[src/rtl/alu_issue_pkg.sv]
// Shared RV32I definitions for the ALU issue stage: ALU operation select,
// opcode/funct7 constants and the operand forwarding helper.
package alu_issue_pkg;

  localparam int XLEN = 32;
  localparam int REGW = 5;

  typedef enum logic [3:0] {
    ALU_ADD   = 4'd0,
    ALU_SUB   = 4'd1,
    ALU_SLL   = 4'd2,
    ALU_SLT   = 4'd3,
    ALU_SLTU  = 4'd4,
    ALU_XOR   = 4'd5,
    ALU_SRL   = 4'd6,
    ALU_SRA   = 4'd7,
    ALU_OR    = 4'd8,
    ALU_AND   = 4'd9,
    ALU_COPY1 = 4'd10
  } alu_sel_e;

  localparam logic [6:0] OP     = 7'b0110011;
  localparam logic [6:0] OP_IMM = 7'b0010011;
  localparam logic [6:0] LUI    = 7'b0110111;
  localparam logic [6:0] AUIPC  = 7'b0010111;
  localparam logic [6:0] JAL    = 7'b1101111;
  localparam logic [6:0] JALR   = 7'b1100111;

  localparam logic [6:0] F7_BASE = 7'b0000000;
  localparam logic [6:0] F7_ALT  = 7'b0100000;

  // x0 is hardwired to zero, so a writeback to x0 is never forwarded.
  function automatic logic [XLEN-1:0] resolve_operand(
    input logic [REGW-1:0] idx,
    input logic [XLEN-1:0] rf_data,
    input logic            wb_valid,
    input logic [REGW-1:0] wb_rd,
    input logic [XLEN-1:0] wb_data
  );
    if (idx == '0) begin
      return '0;
    end else if (wb_valid && (wb_rd == idx)) begin
      return wb_data;
    end else begin
      return rf_data;
    end
  endfunction

  function automatic alu_sel_e f3_base_sel(input logic [2:0] f3);
    case (f3)
      3'b000:  return ALU_ADD;
      3'b001:  return ALU_SLL;
      3'b010:  return ALU_SLT;
      3'b011:  return ALU_SLTU;
      3'b100:  return ALU_XOR;
      3'b101:  return ALU_SRL;
      3'b110:  return ALU_OR;
      default: return ALU_AND;
    endcase
  endfunction

endpackage

[src/rtl/alu_issue_decode.sv]
// Combinational RV32I decode into ALU select and operands; operands arrive
// already resolved (forwarded) from the issue stage.
module rv32i_alu_decode
  import alu_issue_pkg::*;
(
  input  logic [XLEN-1:0] inst,
  input  logic [XLEN-1:0] pc,
  input  logic [XLEN-1:0] rs1_val,
  input  logic [XLEN-1:0] rs2_val,
  output alu_sel_e        aluSel,
  output logic [XLEN-1:0] op1,
  output logic [XLEN-1:0] op2,
  output logic            wr_en,
  output logic            illegal
);

  logic [6:0]      opcode;
  logic [2:0]      f3;
  logic [6:0]      f7;
  logic [4:0]      rd_idx;
  logic [XLEN-1:0] imm_i;
  logic [XLEN-1:0] imm_u;
  logic [XLEN-1:0] shamt;

  assign opcode = inst[6:0];
  assign rd_idx = inst[11:7];
  assign f3     = inst[14:12];
  assign f7     = inst[31:25];
  assign imm_i  = {{20{inst[31]}}, inst[31:20]};
  assign imm_u  = {inst[31:12], 12'b0};
  assign shamt  = {27'b0, inst[24:20]};

  always_comb begin
    aluSel  = ALU_ADD;
    op1     = '0;
    op2     = '0;
    wr_en   = 1'b0;
    illegal = 1'b0;

    case (opcode)
      OP: begin
        op1   = rs1_val;
        op2   = rs2_val;
        wr_en = 1'b1;
        if (f7 == F7_BASE) begin
          aluSel = f3_base_sel(f3);
        end else if (f7 == F7_ALT && f3 == 3'b000) begin
          aluSel = ALU_SUB;
        end else if (f7 == F7_ALT && f3 == 3'b101) begin
          aluSel = ALU_SRA;
        end else begin
          illegal = 1'b1;
        end
      end
      OP_IMM: begin
        op1   = rs1_val;
        op2   = imm_i;
        wr_en = 1'b1;
        if (f3 == 3'b001) begin
          op2 = shamt;
          if (f7 == F7_BASE) aluSel = ALU_SLL;
          else               illegal = 1'b1;
        end else if (f3 == 3'b101) begin
          op2 = shamt;
          if (f7 == F7_BASE)     aluSel = ALU_SRL;
          else if (f7 == F7_ALT) aluSel = ALU_SRA;
          else                   illegal = 1'b1;
        end else begin
          aluSel = f3_base_sel(f3);
        end
      end
      LUI: begin
        aluSel = ALU_COPY1;
        op1    = imm_u;
        wr_en  = 1'b1;
      end
      AUIPC: begin
        op1   = pc;
        op2   = imm_u;
        wr_en = 1'b1;
      end
      JAL, JALR: begin
        // ALU produces the link address pc+4
        op1   = pc;
        op2   = 32'd4;
        wr_en = 1'b1;
      end
      default: illegal = 1'b1;
    endcase

    if (illegal) begin
      aluSel = ALU_COPY1;
      op1    = '0;
      op2    = '0;
      wr_en  = 1'b0;
    end
    if (rd_idx == '0) wr_en = 1'b0;
  end

endmodule

[src/rtl/alu_issue.sv]
// Single-entry issue stage feeding the RV32I ALU: writeback forwarding,
// decode, and a valid/ready output register.
module alu_issue
  import alu_issue_pkg::*;
(
  input  logic            clk,
  input  logic            rst,
  input  logic            in_valid,
  output logic            in_ready,
  input  logic [XLEN-1:0] inst,
  input  logic [XLEN-1:0] pc,
  input  logic [XLEN-1:0] rs1_data,
  input  logic [XLEN-1:0] rs2_data,
  input  logic            wb_valid,
  input  logic [REGW-1:0] wb_rd,
  input  logic [XLEN-1:0] wb_data,
  output logic            out_valid,
  input  logic            out_ready,
  output logic [XLEN-1:0] op1,
  output logic [XLEN-1:0] op2,
  output alu_sel_e        aluSel,
  output logic [REGW-1:0] rd,
  output logic            wr_en,
  output logic            illegal
);

  logic            valid_q, valid_d;
  logic [XLEN-1:0] op1_q, op1_d;
  logic [XLEN-1:0] op2_q, op2_d;
  alu_sel_e        sel_q, sel_d;
  logic [REGW-1:0] rd_q, rd_d;
  logic            wr_q, wr_d;
  logic            ill_q, ill_d;

  logic            accept;
  logic [XLEN-1:0] rs1_res;
  logic [XLEN-1:0] rs2_res;
  alu_sel_e        dec_sel;
  logic [XLEN-1:0] dec_op1;
  logic [XLEN-1:0] dec_op2;
  logic            dec_wr;
  logic            dec_ill;

  // rst keeps in_ready high even while a held entry is being discarded.
  assign in_ready = rst || !valid_q || out_ready;
  assign accept   = in_valid && in_ready;

  assign rs1_res = resolve_operand(inst[19:15], rs1_data, wb_valid, wb_rd, wb_data);
  assign rs2_res = resolve_operand(inst[24:20], rs2_data, wb_valid, wb_rd, wb_data);

  rv32i_alu_decode u_decode (
    .inst    (inst),
    .pc      (pc),
    .rs1_val (rs1_res),
    .rs2_val (rs2_res),
    .aluSel  (dec_sel),
    .op1     (dec_op1),
    .op2     (dec_op2),
    .wr_en   (dec_wr),
    .illegal (dec_ill)
  );

  always_comb begin
    valid_d = valid_q;
    op1_d   = op1_q;
    op2_d   = op2_q;
    sel_d   = sel_q;
    rd_d    = rd_q;
    wr_d    = wr_q;
    ill_d   = ill_q;
    if (accept) begin
      valid_d = 1'b1;
      op1_d   = dec_op1;
      op2_d   = dec_op2;
      sel_d   = dec_sel;
      rd_d    = inst[11:7];
      wr_d    = dec_wr;
      ill_d   = dec_ill;
    end else if (valid_q && out_ready) begin
      valid_d = 1'b0;
    end
  end

  always_ff @(posedge clk) begin
    if (rst) begin
      valid_q <= 1'b0;
      op1_q   <= '0;
      op2_q   <= '0;
      sel_q   <= ALU_ADD;
      rd_q    <= '0;
      wr_q    <= 1'b0;
      ill_q   <= 1'b0;
    end else begin
      valid_q <= valid_d;
      op1_q   <= op1_d;
      op2_q   <= op2_d;
      sel_q   <= sel_d;
      rd_q    <= rd_d;
      wr_q    <= wr_d;
      ill_q   <= ill_d;
    end
  end

  assign out_valid = valid_q;
  assign op1       = op1_q;
  assign op2       = op2_q;
  assign aluSel    = sel_q;
  assign rd        = rd_q;
  assign wr_en     = wr_q;
  assign illegal   = ill_q;

endmodule

[config.mk]
export PLATFORM = sky130hd
export DESIGN_NAME = alu_issue
export DESIGN_NICKNAME = d
export VERILOG_FILES = /design/src/rtl/alu_issue_pkg.sv /design/src/rtl/alu_issue_decode.sv /design/src/rtl/alu_issue.sv
export SDC_FILE = /design/constraint.sdc
export NUM_CORES = 1
export LEC_CHECK = 0
export BUFFER_PORTS_ARGS = -buffer_cell sky130_fd_sc_hd__buf_2
export CAP_MARGIN = 10
export CORE_MARGIN = 2
export CORE_UTILIZATION = 25
export DETAILED_ROUTE_END_ITERATION = 8
export GPL_TIMING_DRIVEN = 0
export SYNTH_ARGS = -nofsm -noshare
export SYNTH_HDL_FRONTEND = slang
export SYNTH_SLANG_ARGS = --single-unit
[constraint.sdc]
create_clock -name clk -period 1.85 [get_ports clk]
set_input_delay 0.2775 -clock clk [delete_from_list [all_inputs] [get_ports clk]]
set_output_delay 0.2775 -clock clk [all_outputs]
set_load 0.01 [all_outputs]
# Word level (Yosys, flattened, before mapping)
# Index checks and enable logic that the tools add are counted.
[totals]
regBits = 76
inputBits = 170
out_inout_bits = 77
wordCells = 78
[op_classes]
n_eq_ne = 15
mux = 36
n_reduce_logical = 20
[op_table]
columns = ["cell", "n"]
rows = [
  ["32-bit 2-to-1 mux", 8],
  ["32-bit one-hot mux with 4 select lines", 1],
  ["32-bit one-hot mux with 3 select lines", 1],
  ["4-bit one-hot mux with 7 select lines", 1],
  ["4-bit 2-to-1 mux", 6],
  ["7-bit by 6-bit == test with 1-bit output, second input constant", 3],
  ["4-bit one-hot mux with 5 select lines", 1],
  ["5-bit zero test", 3],
  ["7-bit by 5-bit == test with 1-bit output, second input constant", 2],
  ["7-bit == test, second input constant", 2],
  ["1-bit 2-to-1 mux", 13],
  ["4-bit one-hot mux with 3 select lines", 1],
  ["5-bit == test", 2],
  ["3-bit == test, second input constant", 3],
  ["7-bit zero test", 1],
  ["3-bit by 2-bit == test with 1-bit output, second input constant", 2],
  ["1-bit logical AND", 6],
  ["3-bit 2-to-1 mux", 2],
  ["6-bit OR reduction", 1],
  ["2-bit OR reduction", 2],
  ["4-bit OR reduction", 1],
  ["3-bit by 1-bit == test with 1-bit output, second input constant", 1],
  ["3-bit zero test", 1],
  ["1-bit one-hot mux with 3 select lines", 1],
  ["other kinds (5)", 6],
]

# Longest topological paths before layout
# Gate-level depths: netlist of the first run.
[depth]
ltp_word = 8
mapped_depth = 9
mapped_depth_nobuf = 5

# By module
# Synthesis of the first run repeated with hierarchy kept, for this count alone.
[unflattened]
cells_unflattened = 794
area_unflattened_um2 = 5318.9
[modules_own_cells]
columns = ["module", "instances", "cells_each", "area_per_inst_um2", "seq_area_each_um2"]
rows = [
  ["alu_issue", 1, 576, 3893.7, 1521.5],
  ["rv32i_alu_decode", 1, 218, 1425.1, 0.0],
]

# Worst setup path after synthesis of the first run
# OpenSTA, ideal clock, no wires.
[synth_path]
kind = "in2reg"
start = "in inst[6]"
end = "reg op2_q[2], in the netlist op2[2]"
setup_ps = 117
arrival_ps = 1859
t_required_ps = 1733
path_slack_ps = -126
stages = 8
path_buffers = 3
path_cell_list = "or3b_1 -> buf_2 -> or2_1 -> buf_2 -> a211o_1 -> buf_6 -> and3_4 -> o22a_1"
[synth_via]
elab_chain_len = 4
word_cells_on_any_way = 11
classes_between = "eq/ne (6); mux (3); reduce/logical (2)"
[synth_rtl]
columns = ["item", "line_no", "rtl"]
rows = [
  ["from (decl)", "alu_issue.sv:10", "input logic [XLEN-1:0] inst,"],
  ["7-bit by 6-bit == test with 1-bit output, or another cell as far along", "alu_issue_decode.sv:40", "case (opcode)"],
  ["4-bit OR reduction (no source line) / 2-bit OR reduction (equally long branches)", "n/a", ""],
  ["1-bit one-hot mux with 3 select lines / 32-bit one-hot mux with 4 select lines (equally long branches)", "alu_issue_decode.sv:40", ""],
  ["32-bit 2-to-1 mux *", "alu_issue_decode.sv:91", "if (illegal) begin"],
  ["to (signal assigned)", "alu_issue.sv:96", "op2_q <= op2_d;"],
  ["to (decl)", "alu_issue.sv:29", "logic [XLEN-1:0] op2_q, op2_d;"],
]
# Mark *: on every way between the ends. The rest lies on a longest branch, timed or not.
# A chain may end at the register's enable or synchronous reset.

# Final worst setup path of the first run
[layout_path]
start = "in inst[22]"
end = "reg op2_q[18], in the netlist op2[18]"
[layout_via]
elab_chain_len = 6
word_cells_on_any_way = 7
classes_between = "eq/ne (1); mux (4); reduce/logical (2)"
[layout_rtl]
columns = ["item", "line_no", "rtl"]
rows = [
  ["5-bit == test", "alu_issue_pkg.sv:42", "end else if (wb_valid && (wb_rd == idx)) begin"],
  ["1-bit logical AND", "alu_issue_pkg.sv:42", ""],
  ["32-bit 2-to-1 mux", "alu_issue_pkg.sv:42", ""],
  ["32-bit 2-to-1 mux *", "alu_issue_pkg.sv:40", "if (idx == '0) begin"],
  ["32-bit one-hot mux with 4 select lines *", "alu_issue_decode.sv:40", ""],
  ["32-bit 2-to-1 mux *", "alu_issue_decode.sv:91", ""],
]
# Marked as above.

==> out/metrics.cfg, run 1 <==
[outcome]
status=completed

[clocking]
tritoncts=yes
clk_root_buffer_cell=clkbuf_16
cts_max_path_buffers=2
cts.sinks=76
h-tree-depth=3
numCtsBuffers=9
clk_latency_ns=0.35
clk_pin_slew_ns=0.07
cts_hold_buf=0

[timing]
period_needed_ns=1.772
tns_ns=0
slew_viol_final=0
grt_setup_unrepaired=no
min_period_over_period_pct=95.80
skew_ns=0.003969
finalHoldViolCount=0
finalSetupViolCount=0
max_slew.worst_pin.slew_ns=0.7002
timing.fmax_mhz=564.2
relSlewSlack_pct=53.32

[drt]
ant_nets=0
vias=6460
first_pass_iters=5
met3_wirelength_mm=1.901
drt-total-wl_mm=24.81
top_layer=met4
wl_per_cell_um=21.13
wl_met1_mm=10.61
wl_met2_mm=11.76
vias_per_cell=5.503
first_iter_violations=420
drc=0

[global_route]
grt_overflow_total=0
grt_pass1_wl_mm=35.38
grt_use_total_pct=22.60
antenna_found_initial=1
grt_max_degree=20
grt_pass1_vias=6141

[logic_synthesis]
netlist_area_um2=4952
netlist_instances=645
synth_area_leader_cell=dfxtp_1
ys_warn_count=0
synth_edf_count=0
synth_top_area_share_pct=30.72
async_flop_share_pct=0
synthFlopType=dfxtp_1
synth_nets=815
synth.distinct_cells=50
yosys_register_bits=76
seq_area_frac_synth_pct=30.72
syn_area_per_cell_um2=7.678
synthTopCellsByArea=dfxtp_1, a32oi_1, nand3_1

[floorplanning]
row_count=51
die-area_um2=20950
start_util_pct=25.45
ios=247
core_area_um2=19460
dieHeight_um=144.7
die_w_um=144.7

[power]
power-per-cell-area_nw_per_um2=591.9
power.leakage_nw=2.692
ir_drop_uv=443.2

[min_path]
worstHoldPathType=input pin to flop

[place]
dp_hpwl_mm=19.03
port-buffer-count=245
gp_congestion=0.8617

[setup_path]
cp_max_fo=10
slowest_stage=or4_1
end_kind=flop
cp_cell_sequence=buf_2 -> xor2_1 -> or4_1 -> nor2_1 -> buf_2 -> nand3_1 -> a31oi_1
worstPathRequired_ns=2.12
critPathArrivalTime_ns=2.05
cp.buffers_inverters=2
critPathKind=input pin to flop
worst_setup_path_start_kind=input pin
path_delay_family=simple AND/OR/NAND/NOR gates
crit_top_cell=buf_2
slowest_delay_ns=0.54

[final_layout]
nNetsFinal=1073
layout_commonest_cell=buf_2
syn_to_final_growth_pct=44.34
layout_common_cells=buf_2, nand3_1, dfxtp_1
layout-drive-gt1-share_pct=38.00
finish.utilization_pct=36.73
fillers=2133
register_area_um2=1521
multiInputGateArea_um2=3196

[flow_run]
drv_cap=0

==> routing by layer <==
layer | up-vias | GRT usage [%]
met5 | - | 0
met4 | 0 | 6.949
met3 | 36 | 4.245
met2 | 328 | 37.93
met1 | 3076 | 29.36
li1 | 3020 | -
==> area by class of cell <==
type / count / area share [%]
multi-input combinational: 495 / 44.70
sequential: 76 / 21.28
timing repair buffer: 253 / 18.38
buffer: 65 / 6.459
tap: 265 / 4.639
clock buffer: 10 / 3.343
clock inverter: 6 / 0.9977
inverter: 3 / 0.1575
antenna: 1 / 0.03501
==> cell families after synthesis <==
| group | Yosys count | share of synthesized area [%] |
|---|---|---|
| compound gates | 245 | 34.97 |
| buf+inv | 74 | 7.251 |
| flops | 76 | 30.72 |
| simple gates | 239 | 25.11 |
| xor+xnor | 11 | 1.946 |
==> through the flow <==
stage / worst slack [ns] / instances / hold WS (ns) / instance area [um2] / total power, mW
6_report: 0.07768 / 1174 / 0.1738 / 7148 / 4.231
5_1_grt: 0.005250 / 1173 / 0.1767 / 7146 / 4.365
4_1_cts: -0.0008160 / 1172 / 0.1642 / 7004 / 4.254
3_5_place_dp: -0.6650 / 1156 / 0.4471 / 6581 / 2.305
3_3_place_gp: -0.6818 / 1155 / 0.4379 / 6576 / 2.303
2_1_floorplan: -0.1104 / 645 / 0.4124 / 5019 / 1.934
==> cell usage after synthesis, types with 4 or more instances <==
cell type and n:
xor2_1 8, a21boi_0 21, nand2_1 75, buf_2 17
a31oi_1 33, a22oi_1 42, clkbuf_1 45, a32oi_1 54
a21oi_1 47, a21o_1 12, nor2_1 15, o21ai_0 20
nand3_1 89, nand3b_1 4, nand4b_1 25, buf_6 8
dfxtp_1 76
==> tightest hold or removal path, cell delays in order <==
cell     delay (ns)
buf_2          0.10
nand2_1        0.05
a21oi_1        0.05
==> final timing paths <==
| check | end | depth (start not counted) | slack (ns) | startpoint |
|---|---|---|---|---|
| max | op2[18] | 7 | 0.08 | inst[22] |
| max reg2reg | op2[18] | 6 | 0.09 | out_valid |
| min | rd[0] | 3 | 0.17 | inst[7] |
| min reg2reg | rd[1] | 2 | 0.45 | rd[1] |
==> where the power goes <==
part	leakage [nW]	total, mW	internal [mW]	switching [mW]
clock	0.146	1.93	1.10	0.832
combinational	1.93	0.647	0.259	0.388
sequential	0.614	1.66	1.65	0.00657
==> sequential cells by signal, indices dropped and copies added, names as in the netlist <==
| register | flops |
|---|---|
| aluSel | 4 |
| illegal | 1 |
| op1 | 32 |
| op2 | 32 |
| out_valid | 1 |
| rd | 5 |
| wr_en | 1 |
==> timing repair <==
item / CTS / global route
endpoints found under the setup margin: 69 / 65
pin swaps: 0 / 3
resized for setup: 40 / 39
buffers inserted: 2 / 3
cloned: 1 / 1
Note: power is estimated with default switching activity, not from simulation.
==> inputs of run 2 (changes only) <==
--- a/config.mk
+++ b/config.mk
@@ -8,9 +8,10 @@
 export BUFFER_PORTS_ARGS = -buffer_cell sky130_fd_sc_hd__buf_2
 export CAP_MARGIN = 10
 export CORE_MARGIN = 2
-export CORE_UTILIZATION = 25
+export CORE_UTILIZATION = 42
 export DETAILED_ROUTE_END_ITERATION = 8
 export GPL_TIMING_DRIVEN = 0
+export PLACE_DENSITY = 0.77
 export SYNTH_ARGS = -nofsm -noshare
 export SYNTH_HDL_FRONTEND = slang
 export SYNTH_SLANG_ARGS = --single-unit
==> constraint.sdc (replaced) <==
create_clock -name clk -period 1.44 [get_ports clk]
set_input_delay 0.216 -clock clk [delete_from_list [all_inputs] [get_ports clk]]
set_output_delay 0.216 -clock clk [all_outputs]
set_load 0.01 [all_outputs]
==> run 2 against run 1 <==
The run now ends with setup timing left. Flip-flop and latch count did not move. Final area increased by 6.2%. Power up 39%. Clock skew up 0.00081 ns. Die area decreased by 40%. Critical endpoint is now wr_en. Largest cell class unchanged.
==> out/metrics.cfg, run 2 (synthesized netlist as in run 1, its figures left out) <==
[timing]
finalSetupViolCount=72  ; was 0
slew_viol_final=0  ; unchanged
fin_hold_ws_ns=0.1259  ; was 0.1738 ns
finalHoldViolCount=0  ; unchanged
grt_setup_unrepaired=yes  ; was no
period_needed_ns=1.794
tns_ns=-19.22  ; was 0 ns
min_period_over_period_pct=124.6
skew_ns=0.004781  ; was 0.003969 ns
worst_slack_ns=-0.3543  ; was 0.07768 ns
max_slew.worst_pin.slew_ns=0.9130  ; was 0.7002 ns
timing.fmax_mhz=557.3
relSlewSlack_pct=38.66  ; was 53.32%

[final_layout]
layout_commonest_cell=buf_2  ; unchanged
nNetsFinal=1090  ; was 1073
layout_common_cells=buf_2, nand3_1, dfxtp_1  ; unchanged
syn_to_final_growth_pct=53.23  ; was 44.34%
finish.utilization_pct=66.18  ; was 36.73%
fillers=1057  ; was 2133
layout-drive-gt1-share_pct=42.27  ; was 38.00%

[place]
place_ws_ns=-0.8738  ; was -0.6650 ns
port-buffer-count=245  ; unchanged
gp_congestion=0.9132  ; was 0.8617
dp_hpwl_mm=16.53  ; was 19.03 mm

[floorplanning]
start_util_pct=43.19  ; was 25.45%
die-area_um2=12680  ; was 20950 um2
dieHeight_um=112.6  ; was 144.7 um
ios=247  ; unchanged
row_count=39  ; was 51
die_w_um=112.6  ; was 144.7 um
core_area_um2=11470  ; was 19460 um2

[setup_path]
slowest_delay_ns=0.38  ; was 0.54 ns
slowest_stage=or3b_1  ; was or4_1
crit-reg2reg-launch=out_valid  ; unchanged
worst_setup_path_start_kind=input pin  ; unchanged
worstPathRequired_ns=1.65  ; was 2.12 ns
cp_cell_sequence=buf_6 -> or3b_1 -> buf_6 -> or2_1 -> buf_6 -> a211o_1 -> buf_6 -> buf_12 -> a32oi_2 -> nor2_1  ; was buf_2 -> xor2_1 -> or4_1 -> nor2_1 -> buf_2 -> nand3_1 -> a31oi_1
end_kind=flop  ; unchanged
crit_start=inst[3]  ; was inst[22]
crit_top_cell=buf_6  ; was buf_2
critPathArrivalTime_ns=2.00  ; was 2.05 ns
r2r_slack_ns=-0.32  ; was 0.09 ns
cp_max_fo=10  ; unchanged
critPathKind=input pin to flop  ; unchanged

[power]
power-per-cell-area_nw_per_um2=773.2  ; was 591.9 nW/um2
ir_drop_uv=820.6  ; was 443.2 uV
power.leakage_nw=2.939  ; was 2.692 nW

[drt]
vias_per_cell=6.231  ; was 5.503
first_iter_violations=822  ; was 420
drc=0  ; unchanged
vias=6661  ; was 6460
ant_nets=0  ; unchanged
wl_per_cell_um=21.61  ; was 21.13 um
drt-total-wl_mm=23.11  ; was 24.81 mm
first_pass_iters=6  ; was 5

[outcome]
status=finished with violations  ; was completed
violations=setup timing

[clocking]
cts_max_path_buffers=2  ; unchanged
clk_pin_slew_ns=0.06  ; was 0.07 ns
clk_latency_ns=0.35  ; about the same
cts_hold_buf=0  ; unchanged
cts.sinks=76  ; unchanged
clk_root_buffer_cell=clkbuf_16  ; unchanged
tritoncts=yes  ; unchanged
numCtsBuffers=9  ; unchanged
h-tree-depth=3  ; unchanged

[global_route]
grt_pass1_vias=6139  ; was 6141
grt_pass1_wl_mm=33.63  ; was 35.38 mm
grt_max_degree=13  ; was 20
grt_overflow_total=0  ; unchanged
grt_use_total_pct=33.84  ; was 22.60%
antenna_found_initial=0  ; was 1

[min_path]
worstHoldPathType=input pin to flop  ; unchanged
hp-start=inst[11]  ; was inst[7]

[flow_run]
drv_cap=0  ; unchanged

==> run 2: cell types whose count changed in the layout (fill, tap and decap cells not counted), moves of 4 or more <==
cell      previous run  this run
a32oi_2              1         9
nand3_2              0        11
clkbuf_4            14         7
buf_6               12        16
a32oi_1             53        45
nand3_1             88        75
buf_2              250       244
clkbuf_8             3        12
nand2_1             75        69
buf_4               10        15
buf_8                2        10
nand2_2              0         4
==> run 2: worst paths after layout <==
| kind | endpoint | cells after the start |
|---|---|---|
| worst min-delay path | rd[4] | 3 |
| worst max-delay path | wr_en | 10 |
| worst max register to register | op1[30] | 6 |
| worst min register to register | rd[2] | 2 |
==> run 2: layout make-up <==
class | instances | area, um2 | area share (%)
Multi-Input combinational cell | 495 | 3392 | 44.70
Timing Repair Buffer | 266 | 1530 | 20.16
Sequential cell | 76 | 1523 | 20.07
Buffer | 69 | 580.6 | 7.650
Clock buffer | 13 | 280.3 | 3.693
Tap cell | 143 | 178.9 | 2.358
Clock inverter | 3 | 90.09 | 1.187
Inverter | 3 | 11.26 | 0.1484
Antenna cell | 1 | 2.502 | 0.03298
==> run 2: power by group <==
group          switching (mW)  total (mW)  internal, mW  leakage, nW
sequential            0.00955        2.13          2.12        0.614
combinational           0.517       0.908         0.391         2.14
clock                   0.945        2.83          1.88        0.182
==> run 2: layer usage <==
layer | track usage [%] | part of all wire [%] | wire, um | vias up
li1 | - | - | - | 3066
met1 | 43.35 | 38 | 8847 | 3068
met2 | 56.57 | 48 | 11020 | 463
met3 | 6.371 | 11 | 2486 | 64
met4 | 12.68 | 3.2 | 750 | 0
met5 | 0 | 0 | 0 | -
==> run 2: repair_timing <==
item | 4_1_cts | 5_1_grt
buffers inserted | 9 | 4
pin swaps | 7 | 38
endpoints found under the setup margin | 76 | 76
gates cloned | 5 | 3
resized for setup | 73 | 62
==> run 2: through the flow <==
stage / instances / instance area (um2) / power (mW)
after CTS: 1062 / 7237 / 5.800
after floorplan: 645 / 5067 / 2.499
after detailed placement: 1033 / 6472 / 2.932
after global placement: 1033 / 6472 / 2.930
after global routing: 1068 / 7586 / 6.011
final: 1069 / 7589 / 5.867
==> run 2: worst max-delay path, delay by kind of cell <==
kind,cells,cell delay (ns)
and+or+nand+nor,3,0.66
AOI/OAI and AO/OA,2,0.43
buffers and inverters,5,0.70
